### src/rtl/sample_averager_fifo_if.sv
// Capture and output-word handshake bundle for the sample averager.
// The environment drives the master side; the averager is the slave.
interface sample_averager_fifo_if #(
  parameter int WIDTH = 8
);
  logic             capture;
  logic [WIDTH-1:0] count_true;
  logic [WIDTH-1:0] out_data;
  logic             out_valid;
  logic             out_ready;

  modport master (
    output capture, count_true, out_ready,
    input  out_data, out_valid
  );

  modport slave (
    input  capture, count_true, out_ready,
    output out_data, out_valid
  );
endinterface

### src/rtl/sample_averager_fifo.sv
// Drops settling captures, averages groups of 2^AVG_LOG2 samples
// and queues the averaged words in a small FIFO with a sticky overflow flag.
module sample_averager_fifo #(
  parameter int WIDTH    = 8,
  parameter int AVG_LOG2 = 2,
  parameter int DEPTH    = 4,
  parameter int DISCARD  = 1
) (
  input  logic                     clk,
  input  logic                     rst_n,
  input  logic                     en,
  input  logic                     clr_ovf,
  sample_averager_fifo_if.slave    bus,
  output logic [$clog2(DEPTH):0]   level,
  output logic                     overflow
);

  localparam int AW   = $clog2(DEPTH);
  localparam int LW   = AW + 1;
  localparam int ACCW = WIDTH + AVG_LOG2;
  localparam int CW   = (AVG_LOG2 > 0) ? AVG_LOG2 : 1;
  localparam int DW   = (DISCARD > 0) ? $clog2(DISCARD + 1) : 1;

  localparam logic [CW-1:0] CNT_LAST  = CW'((1 << AVG_LOG2) - 1);
  localparam logic [DW-1:0] DISC_LAST = DW'((DISCARD > 0) ? DISCARD - 1 : 0);
  localparam logic [LW-1:0] FULL_LVL  = LW'(DEPTH);

  typedef enum logic [1:0] {
    IDLE,
    SETTLE,
    ACCUM
  } state_t;

  state_t           state_q, state_d, cur;
  logic             capture_d_q, capture_d_d;
  logic [ACCW-1:0]  acc_q, acc_d, acc_sum;
  logic [CW-1:0]    cnt_q, cnt_d;
  logic [DW-1:0]    disc_q, disc_d;
  logic [AW-1:0]    wr_q, wr_d, rd_q, rd_d;
  logic [LW-1:0]    level_q, level_d;
  logic             ovf_q, ovf_d;
  logic [WIDTH-1:0] mem_q [DEPTH];
  logic [WIDTH-1:0] mem_d [DEPTH];

  logic             take, push, pop, wr_en, full, valid;
  logic [WIDTH-1:0] push_word;

  assign valid = (level_q != '0);
  assign full  = (level_q == FULL_LVL);
  assign pop   = valid & bus.out_ready;
  assign take  = capture_d_q & en;

  always_comb begin
    capture_d_d = bus.capture;
    state_d     = state_q;
    acc_d       = acc_q;
    cnt_d       = cnt_q;
    disc_d      = disc_q;
    push        = 1'b0;
    push_word   = '0;
    acc_sum     = acc_q + ACCW'(bus.count_true);
    // A sample arriving in the enable cycle already counts toward settling.
    cur         = state_q;
    if (state_q == IDLE) cur = (DISCARD == 0) ? ACCUM : SETTLE;

    if (!en) begin
      state_d = IDLE;
      acc_d   = '0;
      cnt_d   = '0;
      disc_d  = '0;
    end else begin
      state_d = cur;
      if (take) begin
        unique case (1'b1)
          (cur == SETTLE): begin
            if (disc_q == DISC_LAST) begin
              disc_d  = '0;
              state_d = ACCUM;
            end else begin
              disc_d = disc_q + 1'b1;
            end
          end
          (cur == ACCUM): begin
            if (cnt_q == CNT_LAST) begin
              push      = 1'b1;
              push_word = WIDTH'(acc_sum >> AVG_LOG2);
              acc_d     = '0;
              cnt_d     = '0;
            end else begin
              acc_d = acc_sum;
              cnt_d = cnt_q + 1'b1;
            end
          end
          default: ;
        endcase
      end
    end
  end

  always_comb begin
    mem_d   = mem_q;
    wr_d    = wr_q;
    rd_d    = rd_q;
    // A pop frees the slot the full-FIFO push needs in the same edge.
    wr_en   = push & (~full | pop);
    if (wr_en) begin
      mem_d[wr_q] = push_word;
      wr_d        = wr_q + 1'b1;
    end
    if (pop) rd_d = rd_q + 1'b1;
    level_d = level_q + LW'(wr_en) - LW'(pop);
    if (push & ~wr_en) ovf_d = 1'b1;
    else if (clr_ovf)  ovf_d = 1'b0;
    else               ovf_d = ovf_q;
  end

  always_ff @(posedge clk or negedge rst_n) begin
    if (!rst_n) begin
      state_q     <= IDLE;
      capture_d_q <= 1'b0;
      acc_q       <= '0;
      cnt_q       <= '0;
      disc_q      <= '0;
      wr_q        <= '0;
      rd_q        <= '0;
      level_q     <= '0;
      ovf_q       <= 1'b0;
      for (int i = 0; i < DEPTH; i++) mem_q[i] <= '0;
    end else begin
      state_q     <= state_d;
      capture_d_q <= capture_d_d;
      acc_q       <= acc_d;
      cnt_q       <= cnt_d;
      disc_q      <= disc_d;
      wr_q        <= wr_d;
      rd_q        <= rd_d;
      level_q     <= level_d;
      ovf_q       <= ovf_d;
      mem_q       <= mem_d;
    end
  end

  assign bus.out_valid = valid;
  assign bus.out_data  = valid ? mem_q[rd_q] : '0;
  assign level         = level_q;
  assign overflow      = ovf_q;

endmodule

### src/flat_wrapper.sv
// flat-port wrapper written by rule: the top's interface ports become plain ports
module sample_averager_fifo_flat 
#(
  parameter int WIDTH    = 8,
  parameter int AVG_LOG2 = 2,
  parameter int DEPTH    = 4,
  parameter int DISCARD  = 1
)
  (clk, rst_n, en, clr_ovf, level, overflow, bus_capture, bus_count_true, bus_out_ready, bus_out_data, bus_out_valid);
  sample_averager_fifo_if #(.WIDTH(WIDTH)) bus_i ();
  input  logic clk;
  input  logic rst_n;
  input  logic en;
  input  logic clr_ovf;
  output logic [$clog2(DEPTH):0] level;
  output logic overflow;
  input wire logic [$bits(bus_i.capture)-1:0] bus_capture;
  input wire logic [$bits(bus_i.count_true)-1:0] bus_count_true;
  input wire logic [$bits(bus_i.out_ready)-1:0] bus_out_ready;
  output wire logic [$bits(bus_i.out_data)-1:0] bus_out_data;
  output wire logic [$bits(bus_i.out_valid)-1:0] bus_out_valid;
  assign bus_i.capture = bus_capture;
  assign bus_i.count_true = bus_count_true;
  assign bus_i.out_ready = bus_out_ready;
  assign bus_out_data = bus_i.out_data;
  assign bus_out_valid = bus_i.out_valid;
  sample_averager_fifo #(.WIDTH(WIDTH), .AVG_LOG2(AVG_LOG2), .DEPTH(DEPTH), .DISCARD(DISCARD)) u_core (.clk(clk), .rst_n(rst_n), .en(en), .clr_ovf(clr_ovf), .bus(bus_i), .level(level), .overflow(overflow));
endmodule
### config.mk
export PLATFORM = sky130hd
export DESIGN_NAME = sample_averager_fifo_flat
export DESIGN_NICKNAME = d
export VERILOG_FILES = /design/src/rtl/sample_averager_fifo_if.sv /design/src/rtl/sample_averager_fifo.sv /design/src/flat_wrapper.sv
export SDC_FILE = /design/constraint.sdc
export NUM_CORES = 1
export LEC_CHECK = 0
export CAP_MARGIN = 10
export CELL_PAD_IN_SITES_DETAIL_PLACEMENT = 0
export CELL_PAD_IN_SITES_GLOBAL_PLACEMENT = 1
export CORE_ASPECT_RATIO = 1.4
export CORE_MARGIN = 1.5
export CORE_UTILIZATION = 46
export DETAILED_ROUTE_END_ITERATION = 12
export PLACE_DENSITY = 0.89
export SLEW_MARGIN = 0
export SYNTH_ARGS = -nofsm -noshare
export SYNTH_HDL_FRONTEND = slang
export SYNTH_SLANG_ARGS = --single-unit
### constraint.sdc
create_clock -name clk -period 3.1 [get_ports clk]
set_input_delay 0.31 -clock clk [delete_from_list [all_inputs] [get_ports clk]]
set_output_delay 0.31 -clock clk [all_outputs]
set_load 0.1 [all_outputs]
==> tab_implementation.tex <==
\begin{tabular}{lr}
\hline
Metric & Value \\
\hline
\multicolumn{2}{l}{\textbf{Worst setup path}} \\
\quad Worst path bufs/invs & 1 \\
\quad Crit path arrival time & 2.60 ns \\
\quad Kind of critical path & reg2reg \\
\quad Req. time, crit path & 3.29 ns \\
\quad CP startpoint kind & flop \\
\quad Series of cell instances along the critical path & or3\_1 > and2\_1 > ha\_1 > inv\_1 > ha\_1 > fa\_1 > xnor2\_1 \\
\quad Worst-path maximum fanout & 10 \\
\quad Critical path endpoint category & flop \\
\quad Slowest library cell on the worst path & or3\_1 \\
\quad Top delay family on crit path & adder cells \\
\quad Library cell appearing most often on the critical path & ha\_1 \\
\quad Max stage delay on crit path & 0.54 ns \\
\multicolumn{2}{l}{\textbf{Yosys}} \\
\quad Sequential cell area fraction in the yosys report & 46.69\% \\
\quad Cell taking the most area after synthesis & dfrtp\_1 \\
\quad Post-synth EDFFs & 0 \\
\quad Post-synthesis area per instance & 11.00 um\^{}2 \\
\quad Cell Area, Synth & 0.002948 mm\^{}2 \\
\quad Warning count from the yosys run & 0 \\
\quad Post-Syn Instances & 268 \\
\quad Library cell with the highest instance count after synthesis & dfrtp\_1 \\
\quad Top cell type's share of synthesized area & 46.69\% \\
\quad Count of state elements after synthesis & 55 \\
\quad Leading cell types by total area after synthesis & dfrtp\_1 47\%, ha\_1 6.4\%, mux4\_2 6.1\% \\
\quad Fraction of registers with async set or reset after synthesis & 100.0\% \\
\quad Post-synthesis cell type count & 47 \\
\quad Cell types with the highest counts after synthesis & 55 x dfrtp\_1, 33 x nand2\_1, 16 x o21ai\_1 \\
\quad Total nets after synthesis & 299 \\
\quad Most frequently used flop master after synthesis & dfrtp\_1 \\
\multicolumn{2}{l}{\textbf{STA}} \\
\quad Hold violation total from the final report & 0 \\
\quad Summed negative setup slack over all endpoints & 0 ns \\
\quad Headroom to the max-slew limit & 35.40\% \\
\quad Peak clock frequency supported by timing & 0.4161 GHz \\
\quad Final critical-path share of the clock period & 77.53\% \\
\quad Setup repair after global routing missed its margin & false \\
\quad Setup slack after layout & 0.6967 ns \\
\quad Final max-slew violation count & 0 \\
\quad Total of endpoints with negative setup slack in the final report & 0 \\
\quad Shortest period the worst path allows & 2.403 ns \\
\quad Clock Skews & 0.007519 ns \\
\quad Transition at the pin with the smallest max-transition slack & 0.9659 ns \\
\multicolumn{2}{l}{\textbf{Die}} \\
\quad Floorplan Core Area & 0.006211 mm\^{}2 \\
\quad Vertical die dimension & 97.72 um \\
\quad Rows & 34 \\
\quad Initial core utilization & 47.46\% \\
\quad Die X-Extent & 70.66 um \\
\quad Num ports & 27 \\
\quad Die outline area & 0.006904 mm\^{}2 \\
\multicolumn{2}{l}{\textbf{Route}} \\
\quad Average vias per placed instance & 5.484 \\
\quad Final routed wire length divided by cell count & 15.51 um \\
\quad Antenna Violating Nets Remaining & 0 \\
\quad Number of remaining DRC errors & 0 \\
\quad Total vias in the final route & 2,007 \\
\quad Drt pass-1 iters & 4 \\
\quad Total wirelength of the detailed-routed design & 5677 um \\
\quad First DRT Iteration DRCs & 135 \\
\multicolumn{2}{l}{\textbf{Global route}} \\
\quad Total congestion overflow & 0 \\
\quad GRT Total Usage & 18.02\% \\
\quad Via count of the first global-routing pass & 2,076 \\
\quad Initial antenna violation count & 0 \\
\quad Maximum number of pins on one net before global-route repair & 34 \\
\quad Wire length of the first global-routing pass & 9873 um \\
\multicolumn{2}{l}{\textbf{Finish}} \\
\quad Number of fill cells & 559 \\
\quad Ratio of cells with drive above 1 in the final layout & 16.67\% \\
\quad Net total in the final layout & 325 \\
\quad Antenna cells & 0 \\
\quad Layout Area Growth over Synthesis & 12.95\% \\
\multicolumn{2}{l}{\textbf{Min path}} \\
\quad Worst min path class & in2reg \\
\multicolumn{2}{l}{\textbf{Clocking}} \\
\quad Root Buffer & clkbuf\_8 \\
\quad Num Clock Sinks & 55 \\
\quad CTS clock-pin slew for the worst setup and hold paths & 0.10 ns \\
\quad Num CTS Buffers & 5 \\
\quad Buffers from clock root to sink, at most & 2 \\
\quad H-tree depth & 2 \\
\quad Post CTS Setup Buffer Count & 0 \\
\quad TritonCTS clock tree & built \\
\quad Clock Latency Late Sink & 0.30 ns \\
\multicolumn{2}{l}{\textbf{Pwr}} \\
\quad VDD IR-drop max & 0.0002478 V \\
\quad PD cells & 562.1 mW/mm\^{}2 \\
\quad Leakage & 1.566 nW \\
\quad Power after layout & 1.871 mW \\
\multicolumn{2}{l}{\textbf{Place}} \\
\quad Routability-driven placement congestion ratio & 0.7815 \\
\quad Count of input and output buffers & 26 \\
\quad HPWL after detailed placement & 4158 um \\
\quad Post-Place Setup Slack & 0.5730 ns \\
\multicolumn{2}{l}{\textbf{Status}} \\
\quad Run status & finished, final reports clean \\
\multicolumn{2}{l}{\textbf{Run}} \\
\quad Max-Cap Viols & 0 \\
\hline
\end{tabular}
[kinds of logic after synthesis]
group	after synthesis	share of synthesized area, %
xor gates and xnor gates	11	3.523
muxes	18	10.36
adders and majority gates	17	7.725
buffers and inverters	25	4.159
and+or+nand+nor	77	13.50
AOI/OAI and AO/OA	65	14.05
DFF	55	46.69
[metrics by stage]
step                      instance area, um^2  utilization (%)  instances  hold WS, ns
final                                    3329            53.61        366       0.4426
after global routing                     3329            53.61        366       0.4350
after CTS                                3329            53.61        366       0.4340
after detailed placement                 3217            51.79        358       0.3177
after global placement                   3217            51.79        358       0.3131
after floorplan                          2948                -        268      0.01441
[state kept, by name, summed over array words and instances, names as in the netlist, 2 cells and up]
name,flops
u_core.acc_q,10
u_core.mem_q,32
u_core.cnt_q,2
u_core.rd_q,2
u_core.state_q,2
u_core.wr_q,2
u_core.level,3
[what timing repair did]
| item | 4_1_cts | 5_1_grt |
|---|---|---|
| hold buffers | 1 | 0 |
| hold endpoints to repair | 22 | 0 |
| resized for setup | 0 | 0 |
[layout by cell type, fill, tap and decap left out, types with 5 or more instances in the layout]
master / Yosys / final
dfrtp_1: 55 / 55
nand2_1: 33 / 33
clkdlybuf4s50_1: 0 / 15
mux4_2: 8 / 8
buf_4: 0 / 12
o21ai_1: 16 / 16
ha_1: 15 / 15
nor2_1: 15 / 15
o21ai_0: 15 / 15
and2_1: 10 / 10
clkbuf_8: 0 / 5
a21oi_1: 14 / 14
inv_1: 15 / 15
xnor2_1: 8 / 8
[routing by layer]
| metal | vias up | routed length (um) | track usage (%) |
|---|---|---|---|
| li1 | 978 | - | - |
| met1 | 990 | 2424 | 21.96 |
| met2 | 32 | 3012 | 32.66 |
| met3 | 7 | 157 | 2.282 |
| met4 | 0 | 83 | 5.951 |
| met5 | - | 0 | 0 |
[area by class of cell]
cell class | instances | area (um^2) | share of cell area [%]
multi-input cells | 188 | 1449 | 43.52
flip-flops and latches | 55 | 1376 | 41.34
repair buffers | 29 | 255.2 | 7.666
well taps | 72 | 90.09 | 2.706
clock buffers | 6 | 72.57 | 2.180
inverters | 15 | 56.30 | 1.691
clock inverters | 1 | 30.03 | 0.9019
[worst paths after layout]
| kind | from | to | slack (ns) | cells past startpoint |
|---|---|---|---|---|
| max in group asynchronous | rst_n | u_core.acc_q[6]$_DFFE_PN0P_ | 1.77 | 3 |
| worst max-delay path | u_core.level[1]$_DFF_PN0_ | u_core.level[2]$_DFF_PN0_ | 0.70 | 7 |
| worst max register to register | u_core.level[1]$_DFF_PN0_ | u_core.level[2]$_DFF_PN0_ | 0.70 | 7 |
| worst min-delay path | bus_capture | u_core.capture_d_q$_DFF_PN0_ | 0.44 | 1 |
| worst min register to register | u_core.mem_q[0]$_DFFE_PN0P_ | u_core.mem_q[0]$_DFFE_PN0P_ | 0.48 | 2 |
| min in group asynchronous | rst_n | u_core.level[1]$_DFF_PN0_ | 0.51 | 2 |
[power by group]
group / internal, mW / switching (mW) / leakage, nW
Clock: 0.237 / 0.221 / 0.0513
Combinational: 0.194 / 0.355 / 0.776
Sequential: 0.766 / 0.0991 / 0.739
Total: 1.20 / 0.675 / 1.57
(Power assumes the default switching activity.)
